==> src/rtl/ls161_pkg.sv <==
// Shared types and constants for the LS161 divide-by-N sequencer.
// The preload helper maps a ratio-minus-one onto the counter start value.
package ls161_pkg;

  typedef enum logic [1:0] {
    S_IDLE = 2'd0,
    S_LOAD = 2'd1,
    S_RUN  = 2'd2,
    S_DONE = 2'd3
  } state_e;

  localparam logic [3:0] CNT_MAX = 4'hF;

  // Counter runs P..15, so P = 15 - (N-1) = ~N_M1 gives N states per period.
  function automatic logic [3:0] preload(input logic [3:0] n_m1);
    return ~n_m1;
  endfunction

endpackage

==> src/rtl/ls161_shadow_chk.sv <==
// Shadow model of the external counter: tracks the expected Q/RCO while running
// and raises a sticky error flag on any disagreement.
module ls161_shadow_chk
  import ls161_pkg::*;
(
  input  logic       CLK,
  input  logic       CLR_n,
  input  logic       init_i,
  input  logic       run_i,
  input  logic [3:0] p_i,
  input  logic [3:0] q_i,
  input  logic       rco_i,
  output logic       err_o
);

  logic [3:0] exp_q, exp_d;
  logic       err_q, err_d;
  logic       exp_tc;

  assign exp_tc = (exp_q == CNT_MAX);

  always_comb begin
    exp_d = exp_q;
    err_d = err_q;
    if (init_i) begin
      exp_d = p_i;
      err_d = 1'b0;
    end else if (run_i) begin
      exp_d = exp_tc ? p_i : exp_q + 4'd1;
      if ((q_i != exp_q) || (rco_i != exp_tc)) begin
        err_d = 1'b1;
      end
    end
  end

  always_ff @(posedge CLK or negedge CLR_n) begin
    if (!CLR_n) begin
      exp_q <= 4'd0;
      err_q <= 1'b0;
    end else begin
      exp_q <= exp_d;
      err_q <= err_d;
    end
  end

  assign err_o = err_q;

endmodule

==> src/rtl/ls161_modn_ctrl.sv <==
// Sequencer driving a 74LS161-style counter as a programmable divide-by-N engine,
// running a fixed number of N-cycle periods per START and pulsing TICK/DONE.
module ls161_modn_ctrl
  import ls161_pkg::*;
#(
  parameter int unsigned BW = 8
) (
  input  logic          CLK,
  input  logic          CLR_n,
  input  logic          START,
  input  logic          STOP,
  input  logic [3:0]    N_M1,
  input  logic [BW-1:0] BURSTS,
  input  logic [3:0]    Q_i,
  input  logic          RCO_i,
  output logic [3:0]    D_o,
  output logic          LOAD_n_o,
  output logic          ENP_o,
  output logic          ENT_o,
  output logic          BUSY,
  output logic          TICK,
  output logic          DONE,
  output logic          ERR
);

  state_e        state_q, state_d;
  logic [3:0]    p_q, p_d;
  logic [BW-1:0] rem_q, rem_d;
  logic          tick_q, tick_d;
  logic          start_acc;
  logic          run_chk;

  always_comb begin
    state_d   = state_q;
    p_d       = p_q;
    rem_d     = rem_q;
    tick_d    = 1'b0;
    start_acc = 1'b0;
    unique case (state_q)
      S_IDLE: begin
        if (START) begin
          start_acc = 1'b1;
          p_d       = preload(N_M1);
          rem_d     = BURSTS;
          state_d   = (BURSTS == '0) ? S_DONE : S_LOAD;
        end
      end
      S_LOAD: begin
        state_d = STOP ? S_IDLE : S_RUN;
      end
      S_RUN: begin
        // STOP wins over a coincident terminal count: no TICK, no DONE.
        if (STOP) begin
          state_d = S_IDLE;
        end else if (RCO_i) begin
          tick_d = 1'b1;
          rem_d  = rem_q - BW'(1);
          if (rem_q == BW'(1)) begin
            state_d = S_DONE;
          end
        end
      end
      S_DONE: begin
        state_d = S_IDLE;
      end
    endcase
  end

  always_ff @(posedge CLK or negedge CLR_n) begin
    if (!CLR_n) begin
      state_q <= S_IDLE;
      p_q     <= 4'd0;
      rem_q   <= '0;
      tick_q  <= 1'b0;
    end else begin
      state_q <= state_d;
      p_q     <= p_d;
      rem_q   <= rem_d;
      tick_q  <= tick_d;
    end
  end

  always_comb begin
    D_o      = p_q;
    LOAD_n_o = 1'b1;
    ENP_o    = 1'b0;
    ENT_o    = 1'b0;
    BUSY     = 1'b0;
    DONE     = 1'b0;
    unique case (state_q)
      S_IDLE: ;
      S_LOAD: begin
        LOAD_n_o = 1'b0;
        ENP_o    = 1'b1;
        ENT_o    = 1'b1;
        BUSY     = 1'b1;
      end
      S_RUN: begin
        // Reload at terminal count; the final reload before DONE is harmless.
        LOAD_n_o = ~RCO_i;
        ENP_o    = 1'b1;
        ENT_o    = 1'b1;
        BUSY     = 1'b1;
      end
      S_DONE: begin
        DONE = 1'b1;
      end
    endcase
  end

  assign TICK    = tick_q;
  assign run_chk = (state_q == S_RUN);

  ls161_shadow_chk u_shadow (
    .CLK    (CLK),
    .CLR_n  (CLR_n),
    .init_i (start_acc),
    .run_i  (run_chk),
    .p_i    (p_d),
    .q_i    (Q_i),
    .rco_i  (RCO_i),
    .err_o  (ERR)
  );

endmodule
==> config.mk <==
export PLATFORM = sky130hd
export DESIGN_NAME = ls161_modn_ctrl
export DESIGN_NICKNAME = d
export VERILOG_FILES = /design/src/rtl/ls161_pkg.sv /design/src/rtl/ls161_shadow_chk.sv /design/src/rtl/ls161_modn_ctrl.sv
export SDC_FILE = /design/constraint.sdc
export NUM_CORES = 1
export LEC_CHECK = 0
export CAP_MARGIN = 20
export CORE_ASPECT_RATIO = 2
export CORE_MARGIN = 4
export CORE_UTILIZATION = 48
export CTS_CLUSTER_SIZE = 14
export DETAILED_ROUTE_END_ITERATION = 10
export PLACE_DENSITY = 0.78
export SYNTH_ARGS = -nofsm -noshare
export SYNTH_HDL_FRONTEND = slang
export SYNTH_SLANG_ARGS = --single-unit
==> constraint.sdc <==
create_clock -name CLK -period 1.8 [get_ports CLK]
set_input_delay 0.27 -clock CLK [delete_from_list [all_inputs] [get_ports CLK]]
set_output_delay 0.27 -clock CLK [all_outputs]
set_load 0.02 [all_outputs]
# After elaboration in Yosys (flattened, before gate mapping)
# Index checks and enable logic that the tools add are counted.
word_totals:
  register_bits: 20
  in_bits: 21
classes:
  addsub: 2
  eq_ne: 12
  n_mux: 27
  bitwise_logic: 2
  n_reduce_logical: 10
op_table:
  columns: ["cell", "count"]
  rows:
  - ["$mux W8", 3]
  - ["$mux W4", 5]
  - ["$pmux W8 S2", 1]
  - ["$mux W2", 6]
  - ["$mux W1", 10]
  - ["$eq A8 B1 Y1 const B", 1]
  - ["$logic_not A8 Y1", 1]
  - ["$pmux W2 S4", 1]
  - ["$sub A8 B1 Y8 const B", 1]
  - ["$ne A2 B2 Y1 const B", 3]
  - ["$reduce_bool A2 Y1", 3]
  - ["$add A4 B1 Y4 const B", 1]
  - ["$eq A2 B2 Y1 const B", 2]
  - ["$eq A4 B4 Y1 const B", 1]
  - ["$ne A4 B4 Y1", 1]
  - ["$not A4 Y4", 1]
  - ["$reduce_and A4 Y1", 1]
  - ["$ne A3 B2 Y1 const B", 1]
  - ["$ne A3 B3 Y1 const B", 1]
  - ["$reduce_and A3 Y1", 1]
  - ["$eq A2 B1 Y1 const B", 1]
  - ["$logic_not A2 Y1", 1]
  - ["$pmux W1 S2", 1]
  - ["$reduce_and A2 Y1", 1]
  - ["4 further kinds", 4]

# Longest topological paths before layout
depth:
  word_depth: 6
  depth_mapped: 8
  depth_no_buf: 6

# Cells and area by module
# From an unflattened synthesis, not the netlist that was laid out.
hier_totals:
  cells_unflattened: 147
  area_unflattened_um2: 1333.8
modules_own_cells:
  columns: ["mod", "instances", "cells_each", "area_each_um2", "seq_area_each_um2"]
  rows:
  - ["ls161_modn_ctrl", 1, 105, 943.4, 375.4]
  - ["ls161_shadow_chk", 1, 42, 390.4, 125.1]

# Worst setup path before layout
# No wires, ideal clock.
synth_timing:
  path_kind: "register to output"
  startpoint: "reg state_q[0]"
  endpoint: "out LOAD_n_o"
  arrival_time_ns: 1.506
  required_ns: 1.530
  setup_slack_ns: 0.024
  path_stages_with_launch: 6
  path_cell_list: "dfrtp_1 -> inv_1 -> ha_1 -> buf_2 -> clkbuf_1 -> mux2i_1"
synth_via:
  elab_chain_cells: 2
  word_cells_on_any_way: 3
synth_lines:
  columns: ["item", "line_no", "rtl"]
  rows:
  - ["start, declared", "ls161_modn_ctrl.sv:26", "state_e state_q, state_d;"]
  - ["start signal, assigned", "ls161_modn_ctrl.sv:76", "state_q <= state_d;"]
  - ["$eq A2 B2 Y1 / $eq A2 B1 Y1 (equally long branches)", "ls161_modn_ctrl.sv:90", "unique case (state_q)"]
  - ["$pmux W1 S2 *", "ls161_modn_ctrl.sv:90", null]
  - ["end, declared", "ls161_modn_ctrl.sv:17", "output logic LOAD_n_o,"]
# Every way passes the cells marked *; elsewhere a longest branch is shown, timed or not.

# Worst setup path after layout
layout_timing:
  startpoint: "reg state_q[0]"
  endpoint: "out DONE"
layout_via:
  elab_chain_cells: 2
layout_lines:
  columns: ["item", "line_no", "rtl"]
  rows:
  - ["$eq A2 B2 Y1", "ls161_modn_ctrl.sv:90", null]
  - ["$mux W1", "ls161_modn_ctrl.sv:90", null]
  - ["end, declared", "ls161_modn_ctrl.sv:22", "output logic DONE,"]
# No other way between the ends.

==> impl_metrics.ini <==
[die]
fp-row-count = 26
ios = 32
die_y_um = 80.96
die_w_um = 44.48
start_util_pct = 49.71
fp.coreArea_um2 = 2570
dieArea_um2 = 3601

[grt]
grt_pass1_vias = 1207
grt_max_degree = 26
grt_overflow_total = 0
antenna_found_initial = 0
grt_usage_pct = 19.60
grt_pass1_wl_mm = 5.319

[clock_network]
cts.sink_count = 20
cts.clk_slew.worst_paths_ns = 0.08
insertion_delay_ns = 0.26
htree_levels = 1
cts_buffer_depth = 2
cts_made_buffers = 3
root_buffer = clkbuf_8
cts_tree = built
post_cts_buffers = 0

[yosys]
synth_seq_cells = 20
synth-seq-area-share_pct = 39.18
async_flop_share_pct = 100.0
synth_warnings = 0
avgSynthCellArea_um2 = 9.125
netlist_area_um2 = 1277
synthFlopType = dfrtp_1
synth_nets = 169
yosysUniqueCellTypes = 41
syn-instance-count = 140
synth_edf_count = 0

[drt]
met1_length_mm = 1.182
drt_iter0_markers = 14
route.met3.wl_um = 145
drtAntennaViolNets = 0
wl_met2_mm = 1.836
finalWirelength_mm = 3.261
viasPerCell = 5.746
highest_layer = met4
drtPass1Iterations = 4
wire_per_inst_um = 15.91
drc_errors = 0
vias = 1178

[setup_path]
crit_slowest_cell = clkdlybuf4s50_1
ff2ff_path_depth = 7
cp-end-kind = output port
crit_path_max_incr_delay_ns = 0.60
critPathRequiredTime_ns = 1.53
cp_max_fo = 4
r2r_setup_slack_ns = 0.08
start_kind = flop
crit_chain = ha_1 > clkdlybuf4s50_1
worst-setup-path-type = reg -> out
crit_arrival_ns = 1.46

[sta]
clock.fmax_mhz = 576.7
clock_skew_ns = 0.001907
fin_hold_ws_ns = 0.3411
period_needed_ns = 1.734
setup_viol = 0
worstMarginPinSlew_ns = 0.4336
fin_crit_sh_pct = 96.33
slew-limit-headroom_pct = 70.83
final_hold_viol_count = 0
rsz0062_at_grt = yes
slew_violations = 0

[final_layout]
design_area_um2 = 1754
drive_gt1_share_pct = 12.43
area_growth_pct = 37.32
diodes = 0
layout.nets = 207

[run]
drv_cap = 0

[power]
power.density_nw_per_um2 = 1641
ir_drop_v = 0.0009649
p_leak_nw = 0.7324

[place]
dp_hpwl_mm = 2.523
place_congestion = 0.8563
postPlaceCellArea_um2 = 1658
portBuffers = 31

[worst_hold_path]
hold_path.class = in -> async

[run_status]
outcome = completed
-- final cells by class --
| type | instances | area, um^2 |
|---|---|---|
| Fill cell | 215 | 815.8 |
| Multi-Input combinational cell | 106 | 732.0 |
| Sequential cell | 20 | 500.5 |
| Timing Repair Buffer | 41 | 392.9 |
| Clock buffer | 3 | 41.29 |
| Tap cell | 28 | 35.03 |
| Clock inverter | 1 | 30.03 |
| Inverter | 6 | 22.52 |
-- state kept, by name, indices dropped and copies added, names as in the netlist --
name	cells
rem_q	8
TICK	1
D_o	4
u_shadow.exp_q	4
state_q	2
u_shadow.err_o	1
-- metal layers --
metal | GRT usage (%) | vias to the layer above
met5 | 0 | -
met4 | 8.157 | 0
met3 | 2.882 | 11
met2 | 37.46 | 31
met1 | 19.75 | 556
li1 | - | 580
-- critical path, delay by kind of cell (launching register included) --
family | cells | cell delay (ns)
DFF | 1 | 0.41
buffers and inverters | 1 | 0.60
adders and majority gates | 1 | 0.19
-- report_power, final --
group	internal [mW]	switching, mW
logic	0.732	0.799
clock network	0.297	0.158
registers	0.657	0.236
total	1.69	1.19
-- placed cells by master (no fill, tap or decap), types with 3 or more instances in the layout --
| cell | instances |
|---|---|
| a21oi_1 | 8 |
| buf_4 | 8 |
| clkbuf_8 | 3 |
| clkdlybuf4s50_1 | 27 |
| dfrtp_1 | 20 |
| dlygate4sd2_1 | 3 |
| ha_1 | 7 |
| inv_1 | 6 |
| mux2i_1 | 5 |
| nand2_1 | 15 |
| nand3_1 | 3 |
| nor2_1 | 7 |
| nor2b_1 | 5 |
| nor3_1 | 3 |
| nor4_1 | 3 |
| o21ai_0 | 12 |
| o22a_1 | 3 |
| xnor2_1 | 3 |
-- synth_stat cells (all sizes together), types with 2 or more instances --
library cell | count | area share (%)
nand2 | 15 | 4.4
nand3b | 2 | 1.2
o22a | 3 | 2.1
nor4 | 3 | 1.5
clkbuf | 3 | 0.88
inv | 6 | 1.8
nand3 | 3 | 1.2
nor2b | 5 | 2.4
nand4 | 2 | 0.98
o21ai | 13 | 5.1
nand4b | 2 | 1.4
nor3 | 3 | 1.2
o22ai | 2 | 0.98
dfrtp | 20 | 39
nor2 | 7 | 2.1
a21oi | 8 | 3.1
xnor2 | 3 | 2.1
ha | 8 | 7.8
mux2i | 5 | 3.9
buf | 5 | 2.3
xor2 | 2 | 1.4
nand2b | 2 | 0.98
or3 | 2 | 1.4
a31oi | 2 | 0.98
-- timing repair --
action                     CTS  global route
pin swaps                    1             0
hold endpoints to repair     0             0
gates resized for setup      5            10
hold buffers                 0             0
setup endpoints to repair    6             9
-- logic make-up after synthesis --
kind of cell | after synthesis | synth area share, %
AND/OR/NAND/NOR | 48 | 19.78
AO/OA/AOI/OAI | 39 | 20.08
flip-flops | 20 | 39.18
buffers and inverters | 14 | 4.896
adder cells (fa/ha/maj) | 8 | 7.836
multiplexers | 6 | 4.799
XOR/XNOR | 5 | 3.429
-- stage by stage --
| step | total power [mW] | util, % | TNS [ns] | setup WS [ns] | cells |
|---|---|---|---|---|---|
| detailed placement | 2.407 | 64.51 | -0.06297 | -0.03257 | 201 |
| global route | 3.076 | 68.26 | -0.003372 | -0.003372 | 205 |
| global placement | 2.328 | 64.51 | 0 | 0.03153 | 201 |
| CTS | 2.825 | 67.14 | 0 | 0.01154 | 205 |
| finish | 2.879 | 68.26 | 0 | 0.06614 | 205 |
| floorplan | 1.855 | - | 0 | 0.02387 | 140 |
-- final timing paths --
kind,start,to
min reg2reg,D_o[3],D_o[3]
min in group CLK,D_o[3],D_o[3]
max reg2reg,state_q[0],rem_q[4]
max in group asynchronous,CLR_n,rem_q[6]
max,state_q[0],DONE
min,CLR_n,u_shadow.err_o
(Power assumes the default switching activity.)
